--- src/rtl/sig_ext.sv ---
// rtl/sig_ext.sv - MIPS immediate extender; SIGEXT_REG_OUT_EN adds an out_q/valid_q register stage
module sig_ext (
  input  logic        clk,
  input  logic        rst_n,
  input  logic [15:0] in,
  input  logic [1:0]  mode,
  input  logic        valid_in,
  output logic [31:0] out,
  output logic [31:0] out_q,
  output logic        valid_q
);

  typedef enum logic [1:0] {
    EXT_SIGN   = 2'b00,
    EXT_ZERO   = 2'b01,
    EXT_UPPER  = 2'b10,
    EXT_BRANCH = 2'b11
  } ext_mode_t;

  always_comb begin
    out = {{16{in[15]}}, in};
    case (ext_mode_t'(mode))
      EXT_SIGN:   out = {{16{in[15]}}, in};
      EXT_ZERO:   out = {16'h0000, in};
      EXT_UPPER:  out = {in, 16'h0000};
      EXT_BRANCH: out = {{14{in[15]}}, in, 2'b00};
      default:    out = {{16{in[15]}}, in};
    endcase
  end

`ifdef SIGEXT_REG_OUT_EN
  // out_q only loads on valid beats; valid_q follows valid_in every cycle
  always_ff @(posedge clk or negedge rst_n) begin
    if (!rst_n) begin
      out_q   <= 32'h0000_0000;
      valid_q <= 1'b0;
    end else begin
      valid_q <= valid_in;
      if (valid_in) begin
        out_q <= out;
      end
    end
  end
`else
  logic unused_clk_rst;

  assign out_q          = out;
  assign valid_q        = valid_in;
  assign unused_clk_rst = clk ^ rst_n;
`endif

endmodule

--- config.mk ---
export PLATFORM = sky130hd
export DESIGN_NAME = sig_ext
export DESIGN_NICKNAME = d
export VERILOG_FILES = /design/src/rtl/sig_ext.sv
export SDC_FILE = /design/constraint.sdc
export NUM_CORES = 1
export LEC_CHECK = 0
export CORE_MARGIN = 2
export CORE_UTILIZATION = 31
export DETAILED_ROUTE_END_ITERATION = 10
export GPL_TIMING_DRIVEN = 0
export PLACE_DENSITY = 0.95
export SYNTH_ARGS = -nofsm -noshare
export SYNTH_HDL_FRONTEND = slang
export SYNTH_SLANG_ARGS = --single-unit
export TNS_END_PERCENT = 10
--- constraint.sdc ---
create_clock -name vclk -period 3.2
set_input_delay 0.64 -clock vclk [all_inputs]
set_output_delay 0.64 -clock vclk [all_outputs]
set_load 0.05 [all_outputs]
# Word-level counts from Yosys, hierarchy flattened

Index checks and enable logic that the tools add are counted.

Equality and inequality tests: 3
Reductions and logical operators: 1
Multiplexer cells: 1

Operators with widths:

| operator                                                        | count |
|---|---|
| 32-bit case mux with 4 select lines                             | 1 |
| 2-bit == test, second input constant                            | 2 |
| 2-bit by 1-bit == test with 1-bit output, second input constant | 1 |
| 2-bit zero test                                                 | 1 |

Bits in registers: 0
Logic and storage cells: 5

# Logic depth before layout (Yosys ltp)

Depth in word-level cells: 2
Gate-level depth with buffers: 5
Depth with buffers taken out: 2

# Worst setup path after synthesis

Ideal clock, no wire load.

Path type: in2out
Start: in mode[0]
End: out out_q[31]
Setup slack: -0.035 ns
Data arrival time: 2.595 ns
Stages on the path: 4
Cell sequence: buf_6 clkdlybuf4s15_2 a21boi_0 buf_4

Word-level cells in the longest chain between the ends: 2

RTL lines:

| what                                        | line | text |
|---|---|---|
| from (decl)                                 | 6    | `input logic [1:0] mode,` |
| 2-bit == test, or another cell as far along | 22   | `case (ext_mode_t'(mode))` |
| 32-bit case mux with 4 select lines *       | 22   |  |
| to (decl)                                   | 9    | `output logic [31:0] out_q,` |

Every way passes the cells marked *; elsewhere a longest branch is shown, timed or not.

# Worst setup path in the final report

Start: in mode[1]
End: out out[8]

Word-level cells in the longest chain between the ends: 2

RTL lines:

| what                                        | line | text |
|---|---|---|
| 2-bit == test, or another cell as far along | 22   |  |
| 32-bit case mux with 4 select lines *       | 22   |  |
| to (decl)                                   | 8    | `output logic [31:0] out,` |

Marked as above.

==> flow_metrics.env <==
export IMPL_status="complete, no violations"
export IMPL_share_of_the_yosys_chip_area_belonging_to_registers_pct=0
export IMPL_startpoint_kind_of_the_worst_setup_timing_path="input pin"
export IMPL_die_height_um=53.5
export IMPL_antenna_cells_inserted=0
export IMPL_transition_time_at_the_pin_with_the_least_slew_margin_ps=530
export IMPL_worstPathArrival_ps=2500
export IMPL_layout_drive_gt1_share_pct=44.3
export IMPL_numPortBuffers=81
export IMPL_total_global_routing_overflow=0
export IMPL_die_width_um=53.5
export IMPL_mappedNetlistArea_um2=759
export IMPL_final_period_utilization_pct=98.0
export IMPL_place_gp_congestion=0.711
export IMPL_final_common_cell="sky130_fd_sc_hd__buf_4"
export IMPL_totalNegativeSetupSlack_ps=0
export IMPL_place_inst=202
export IMPL_synthesized_area_fraction_occupied_by_adder_cells_pct=0
export IMPL_most_used_cell_cp="sky130_fd_sc_hd__clkdlybuf4s50_1"
export IMPL_largest_fanout_on_the_critical_path=10
export IMPL_grt_max_degree=11
export IMPL_synth_xor_xnor_area_share_pct=0
export IMPL_layout_common_cells="60 x sky130_fd_sc_hd__buf_4, 25 x sky130_fd_sc_hd__clkdlybuf4s50_1, 18 x sky130_fd_sc_hd__dlygate4sd2_1, 15 x sky130_fd_sc_hd__mux2i_1"
export IMPL_cp_cell_sequence="clkdlybuf4s50_1 > and2_4 > clkbuf_8 > a22o_1 > clkdlybuf4s50_1"
export IMPL_final_net_count=197
export IMPL_synth_mux_area_fraction_pct=19.8
export IMPL_floorplan_io_pins=86
export IMPL_drv_cap=0
export IMPL_worst_path_buf_inv=3
export IMPL_detail_route_drc_violations=0
export IMPL_dieArea_mm2=0.00286
export IMPL_fin_cells=202
export IMPL_max_stage_delay_ps=810
export IMPL_worst_hold_startpoint="mode[0]"
export IMPL_drt_total_wl_um=2900
export IMPL_synth_avg_cell_area_um2=8.17
export IMPL_start_to_end_type_of_the_worst_setup_path="input pin to primary output"
export IMPL_routed_wire_length_per_instance_um=14.4
export IMPL_cts_setup_buffers=0
export IMPL_number_of_antenna_violations_at_the_first_check_in_global_routing=0
export IMPL_max_slew_margin_rel_pct=64.6
export IMPL_firstDrtPassIters=4
export IMPL_layout_cell_area_non_filler_mm2=0.00154
export IMPL_timing_hold_worst_class="input pin to primary output"
export IMPL_timing_critical_path_required_ps=2560
export IMPL_crit_family="buffers and inverters"
export IMPL_achievable_frequency_ghz=0.319
export IMPL_synthSimpleGateAreaFrac_pct=6.43
export IMPL_unrepaired_setup_endpoints_after_global_routing="false"
export IMPL_num_clock_buffers=0
export IMPL_critPathCaptureType="primary output"
export IMPL_power_ir_vdd_worst_v=0.000237
export IMPL_post_layout_total_power_uw=483
export IMPL_power_static_leakage_nw=0.926
export IMPL_syn_num_nets=114
export IMPL_layout_filler_cells=189
export IMPL_number_of_nets_still_failing_antenna_checks_after_routing=0
export IMPL_initialDrtViolationCount=7
export IMPL_fraction_of_the_mapped_netlist_area_in_compound_gates_pct=28.0
export IMPL_placementRows=17
export IMPL_synth_top_family_by_area="buffers and inverters"
export IMPL_first_global_vias=896
export IMPL_place_detailed_hpwl_um=2320
export IMPL_grt_util_all_layers_pct=18.0
export IMPL_syn_instance_count=93
export IMPL_grt_first_pass_wirelength_um=3960
export IMPL_worst_setup_path_startpoint="mode[1]"
export IMPL_dpl_cell_area_mm2=0.00161
export IMPL_slowest_stage="sky130_fd_sc_hd__clkdlybuf4s50_1"
export IMPL_seq_cells=0
export IMPL_layout_core_utilization_pct=68.4
export IMPL_area_delta_synth_final_pct=103
export IMPL_period_needed_ps=3140
export IMPL_sequential_cell_area_um2=0
export IMPL_hold_viol=0
export IMPL_synth_distinct_cells=19
export IMPL_via_count=1010
export IMPL_power_density_cell_area_mw_per_mm2=313
export IMPL_coreArea_mm2=0.00225
export IMPL_drv_slew=0
export IMPL_drt_vias_per_instance=5.00
export IMPL_setup_viol=0
export IMPL_start_util_pct=33.7
export IMPL_ys_warn_count=0
metal layers:
metal  up-vias  track usage, %  wire, µm
li1        462               -         -
met3         4            5.65       410
met1       463            19.7      1070
met2        81            35.2      1410
met4         0               0        11
met5         -               0         0
per-stage QoR:
stage / worst slack, ps / hold slack, ps
3_5_place_dp: -187 / 2070
5_1_grt: 42.5 / 1870
6_report: 63.6 / 1820
4_1_cts: 0.340 / 1830
2_1_floorplan: -13.6 / 1450
3_3_place_gp: -141 / 2080
worst min-delay path, stage by stage:
cell                      delay, ps
sky130_fd_sc_hd__buf_6          110
sky130_fd_sc_hd__o21ai_0        110
sky130_fd_sc_hd__buf_4          140
sky130_fd_sc_hd__buf_4          180
synth_stat cells:
cell,instances,area (µm²)
sky130_fd_sc_hd__a22o_2,3,30.0
sky130_fd_sc_hd__o21ai_1,6,30.0
sky130_fd_sc_hd__buf_12,1,20.0
sky130_fd_sc_hd__o21ai_0,8,40.0
sky130_fd_sc_hd__inv_1,1,3.75
sky130_fd_sc_hd__buf_2,2,10.0
sky130_fd_sc_hd__a22o_1,11,96.3
sky130_fd_sc_hd__buf_4,33,248
sky130_fd_sc_hd__nand3_1,1,5.00
sky130_fd_sc_hd__clkbuf_4,1,7.51
sky130_fd_sc_hd__and2_4,1,8.76
sky130_fd_sc_hd__nand3_4,1,17.5
sky130_fd_sc_hd__and2b_2,2,17.5
sky130_fd_sc_hd__clkdlybuf4s15_2,1,11.3
sky130_fd_sc_hd__mux2i_1,15,150
sky130_fd_sc_hd__clkbuf_8,1,13.8
sky130_fd_sc_hd__a21boi_0,1,7.51
sky130_fd_sc_hd__buf_6,3,33.8
sky130_fd_sc_hd__o21ai_2,1,8.76
report_power, final:
| part | switching (mW) | total, mW | leakage, nW | internal (mW) |
|---|---|---|---|---|
| combinational | 0.314 | 0.483 | 0.926 | 0.169 |
| sequential | 0 | 0 | 0 | 0 |
| clock | 0 | 0 | 0 | 0 |
path summary, 6_finish.rpt:
kind | depth (start not counted) | end
hold / removal | 4 | out_q[28]
setup / recovery | 5 | out[8]
final cells by class:
class,count,area [µm²],share of cell area [%]
inverter,1,3.75,0.243
multi-input combinational,50,412,26.7
buffer,42,344,22.3
timing repair buffer,81,748,48.5
tap,28,35.0,2.27
timing repair:
item                       CTS  global route
hold buffers                 0             0
pin swaps                    0             0
resized for setup           42            14
setup endpoints to repair   42            14
kinds of logic (layout without fill, tap and decap cells):
kind of cell           count (synthesis)  in the layout
buffers and inverters                 43            124
AOI/OAI and AO/OA                     30             30
muxes                                 15             15
and+or+nand+nor                        5              5
No activity file was read; power rests on OpenSTA's default activity.
